## config.mk

```make
export PLATFORM = sky130hd
export DESIGN_NAME = mem_port_arbiter
export DESIGN_NICKNAME = d
export VERILOG_FILES = /design/src/rtl/mem_port_arbiter.sv
export SDC_FILE = /design/constraint.sdc
export NUM_CORES = 1
export LEC_CHECK = 0
export CAP_MARGIN = 20
export CORE_UTILIZATION = 37
export DETAILED_ROUTE_END_ITERATION = 10
export PLACE_DENSITY_LB_ADDON = 0.2
export SKIP_LAST_GASP = 1
export SLEW_MARGIN = 15
export SYNTH_ARGS = -nofsm -noshare
export SYNTH_HDL_FRONTEND = slang
export SYNTH_SLANG_ARGS = --single-unit
export TNS_END_PERCENT = 100
```

## constraint.sdc

```tcl
create_clock -name clk -period 4.44 [get_ports clk]
set_input_delay 1.332 -clock clk [delete_from_list [all_inputs] [get_ports clk]]
set_output_delay 1.332 -clock clk [all_outputs]
set_load 0.02 [all_outputs]
```

## src/rtl/mem_port_arbiter.sv

```systemverilog
// Round-robin arbiter sharing one variable-latency memory between instruction fetch and data ports.
// A per-transaction watchdog aborts hung accesses, returning a NOP to fetch and zero to data.
module mem_port_arbiter #(
    parameter int unsigned TIMEOUT  = 255,
    parameter logic [31:0] NOP_INST = 32'h0000_0013
) (
    input  logic        clk,
    input  logic        rst,
    input  logic        if_req,
    input  logic [31:0] if_addr,
    output logic [31:0] if_rdata,
    output logic        if_ready,
    input  logic        d_req,
    input  logic        d_we,
    input  logic [31:0] d_addr,
    input  logic [31:0] d_wdata,
    output logic [31:0] d_rdata,
    output logic        d_ready,
    output logic        mem_req,
    output logic        mem_we,
    output logic [31:0] mem_addr,
    output logic [31:0] mem_wdata,
    input  logic        mem_ack,
    input  logic [31:0] mem_rdata,
    output logic        timeout_err
);

    typedef enum logic [1:0] {
        IDLE    = 2'd0,
        BUSY_IF = 2'd1,
        BUSY_D  = 2'd2
    } state_t;

    localparam logic [15:0] CNT_LAST = 16'(TIMEOUT - 1);

    state_t      state_q, state_d;
    logic        last_d_q, last_d_d;
    logic [15:0] cnt_q, cnt_d;
    logic        timeout_err_q, timeout_err_d;
    logic        mem_we_q, mem_we_d;
    logic [31:0] mem_addr_q, mem_addr_d;
    logic [31:0] mem_wdata_q, mem_wdata_d;

    logic busy, expired, done, grant_if, grant_d;

    // On contention the requester that did not win last time gets the memory.
    assign grant_d  = d_req && (!if_req || !last_d_q);
    assign grant_if = if_req && (!d_req || last_d_q);
    assign busy     = (state_q != IDLE);
    assign expired  = busy && (cnt_q == CNT_LAST);
    assign done     = busy && (mem_ack || expired);

    always_ff @(posedge clk or posedge rst) begin
        if (rst) begin
            state_q       <= IDLE;
            last_d_q      <= 1'b0;
            cnt_q         <= 16'd0;
            timeout_err_q <= 1'b0;
            mem_we_q      <= 1'b0;
            mem_addr_q    <= 32'd0;
            mem_wdata_q   <= 32'd0;
        end else begin
            state_q       <= state_d;
            last_d_q      <= last_d_d;
            cnt_q         <= cnt_d;
            timeout_err_q <= timeout_err_d;
            mem_we_q      <= mem_we_d;
            mem_addr_q    <= mem_addr_d;
            mem_wdata_q   <= mem_wdata_d;
        end
    end

    always_comb begin
        state_d       = state_q;
        last_d_d      = last_d_q;
        cnt_d         = 16'd0;
        timeout_err_d = timeout_err_q;
        mem_we_d      = mem_we_q;
        mem_addr_d    = mem_addr_q;
        mem_wdata_d   = mem_wdata_q;
        case (state_q)
            IDLE: begin
                if (grant_d) begin
                    state_d     = BUSY_D;
                    last_d_d    = 1'b1;
                    mem_we_d    = d_we;
                    mem_addr_d  = d_addr;
                    mem_wdata_d = d_wdata;
                end else if (grant_if) begin
                    state_d    = BUSY_IF;
                    last_d_d   = 1'b0;
                    mem_we_d   = 1'b0;
                    mem_addr_d = if_addr;
                end
            end
            BUSY_IF, BUSY_D: begin
                if (done) begin
                    state_d = IDLE;
                    // An ack in the final allowed cycle still counts as a normal completion.
                    if (!mem_ack) begin
                        timeout_err_d = 1'b1;
                    end
                end else begin
                    cnt_d = cnt_q + 16'd1;
                end
            end
            default: state_d = IDLE;
        endcase
    end

    always_comb begin
        mem_req     = busy;
        mem_we      = mem_we_q;
        mem_addr    = mem_addr_q;
        mem_wdata   = mem_wdata_q;
        timeout_err = timeout_err_q;
        if_ready    = done && (state_q == BUSY_IF);
        d_ready     = done && (state_q == BUSY_D);
        if_rdata    = 32'd0;
        d_rdata     = 32'd0;
        if (if_ready) begin
            if_rdata = mem_ack ? mem_rdata : NOP_INST;
        end
        if (d_ready) begin
            d_rdata = mem_ack ? mem_rdata : 32'd0;
        end
    end

endmodule

```

==> flow_summary.ini <==
[hold_path]
min_from = mem_addr[6]
hp-class = flop to flop

[synth]
netlist.area_leader.share_pct = 50.6
synth_common_cells = 85 x dfrtp_1, 61 x and2_1, 43 x nand2_1
syn_inst = 397
synth_edf_count = 0
yosysMostFrequentCell = dfrtp_1
synthTopCellsByArea = dfrtp_1 51%, and2_1 9.1%, mux2_2 8.6%
synth_warnings = 0
async_reset_ff_share_pct = 100
synth_area_mm2 = 0.00421
synth_flop_cell = dfrtp_1
synth_area_per_cell_um2 = 10.6
syn_nets = 536
synth-seq-cells = 85
synth_seq_area_share_pct = 50.6
yosysTopAreaCell = dfrtp_1
yosys.cell_types.count = 35

[sta]
slew_violations = 0
setup_viol = 0
post-route-period-util_pct = 99.2
tightest_slew_ns = 0.837
setup_tns_ns = 0
max-slew-margin-rel_pct = 44.1
max_freq_mhz = 227
finalWorstPathRequiredPeriod_ns = 4.40
skew_ns = 0.00728
hold_ws_ns = 0.478
finalHoldViolations = 0

[place]
hpwl_um = 9440
finalWeightedCongestion = 0.792
port_buffers = 266

[final_layout]
antenna_cells = 0
final_layout_size_suffix_gt1_share_pct = 9.34
synthToLayoutAreaGrowth_pct = 77.9
nets = 798

[global_routing]
grt_pass1_vias = 3702
gr-total-overflow = 0
grt_max_degree = 63
antenna_found_initial = 0
grt.total_usage_pct = 20.0
grt_pass1_wl_um = 18000

[power]
irDropWorstVdd_mv = 0.374
powerDensity_mw_per_mm2 = 543
leakage_nw = 3.95

[route]
dr.pass1.iters = 4
ant_nets = 0
drc = 0
avgRoutedWirePerCell_um = 15.2
routed_wl_um = 12200
vias_per_cell = 4.73
drt_iter0_markers = 216
num_vias = 3805

[floorplanning]
die_x_um = 109
coreArea_mm2 = 0.0110
die_h_um = 109
start_util_pct = 38.3
io_pins = 267
dieArea_mm2 = 0.0118
num_rows = 38

[critical_path]
critPathMaxFanout = 32
startpoint_type = primary input
endpoint_kind = output pin
critPathRequiredTime_ns = 3.11
crit_start = mem_ack
r2r_start = cnt_q[13]
worst-setup-path-type = primary input to output pin
cp.arrival_ns = 3.07

[clocking]
clk_path_buf_depth = 2
clk_root_buffer_cell = clkbuf_16
cts_buffers = 9
cts_sinks = 85
clk_latency_ns = 0.33
cts_tree = yes
htreeDepth = 3
clk_pin_slew_ns = 0.06

[run_status]
status = complete, no violations

[flow_run]
max-cap-violations = 0
## flip-flops by register name, summed over array words and instances (netlist names)
register / flops
cnt_q: 16
last_d_q: 1
state_q: 2
mem_addr: 32
mem_we: 1
timeout_err: 1
mem_wdata: 32
## worst paths after layout
check | end | slack [ns] | cells past startpoint
setup / recovery | d_rdata[28] | 0.04 | 5
hold / removal | mem_addr[6] | 0.48 | 2
setup reg to reg | cnt_q[3] | 2.36 | 4
hold reg to reg | mem_addr[6] | 0.48 | 2
max in group asynchronous | mem_addr[13] | 2.30 | 3
min in group asynchronous | mem_wdata[21] | 1.47 | 2
## through the flow
stage	power (mW)	cells	util, %	area [µm²]	worst slack, ns
2_1_floorplan	2.33	397	-	4210	0.915
6_report	4.06	804	68.2	7490	0.0352
5_1_grt	4.30	804	68.2	7490	-0.0459
4_1_cts	4.12	804	67.0	7360	0.0306
3_3_place_gp	3.28	788	64.2	7050	0.0881
3_5_place_dp	3.34	788	64.2	7050	0.0361
## critical path: stages
cell	delay [ns]
clkdlybuf4s50_1	0.56
and3_1	0.23
buf_12	0.16
and2_1	0.15
clkdlybuf4s50_1	0.62
## cell usage in the layout (no fill, tap or decap), types with 3 or more instances in the layout
cell type,n
nor2_1,21
nor3_1,3
and2_1,61
inv_1,8
nand2_1,43
clkbuf_16,9
clkinv_2,4
mux2_2,32
nand3_1,6
nand4_1,5
dfrtp_1,85
xor2_1,4
buf_4,4
clkbuf_8,3
a21oi_1,5
o21ai_0,33
xnor2_1,8
clkdlybuf4s50_1,218
ha_1,5
dlymetal6s2s_1,48
mux2i_1,34
## area by class of cell
| cell class | count | area, µm² |
|---|---|---|
| sequential | 85 | 2130 |
| clock buffer | 12 | 267 |
| tap | 140 | 175 |
| fill | 838 | 3500 |
| clock inverter | 4 | 45.0 |
| inverter | 9 | 35.0 |
| timing repair buffer | 273 | 2860 |
| multi-input combinational | 281 | 1970 |
## kinds of logic (layout without fill, tap and decap cells)
group / Yosys count / after routing / share of synthesized area, %
fa+ha+maj: 5 / 5 / 1.49
buf+inv: 31 / 298 / 3.06
mux: 66 / 66 / 16.7
simple gates: 152 / 152 / 19.2
flops: 85 / 85 / 50.6
compound gates: 46 / 46 / 6.51
xor+xnor: 12 / 12 / 2.50
## where the power goes
part	internal, mW	switching [mW]	leakage, nW	total (mW)
registers	1.09	0.173	1.05	1.27
logic	1.00	1.03	2.74	2.03
clock network	0.478	0.282	0.158	0.761
## per-layer routing
layer	vias up	GRT usage, %	routed length, µm
met5	-	0	0
met4	0	6.56	180
met3	15	7.23	1270
met2	159	37.6	6420
met1	1767	20.2	4340
li1	1864	-	-
## timing repair
item,in CTS,in global routing
hold buffers,0,0
setup endpoints to repair,0,48
buffers inserted,0,0
resized for setup,0,49
Note: power is estimated with default switching activity, not from simulation.
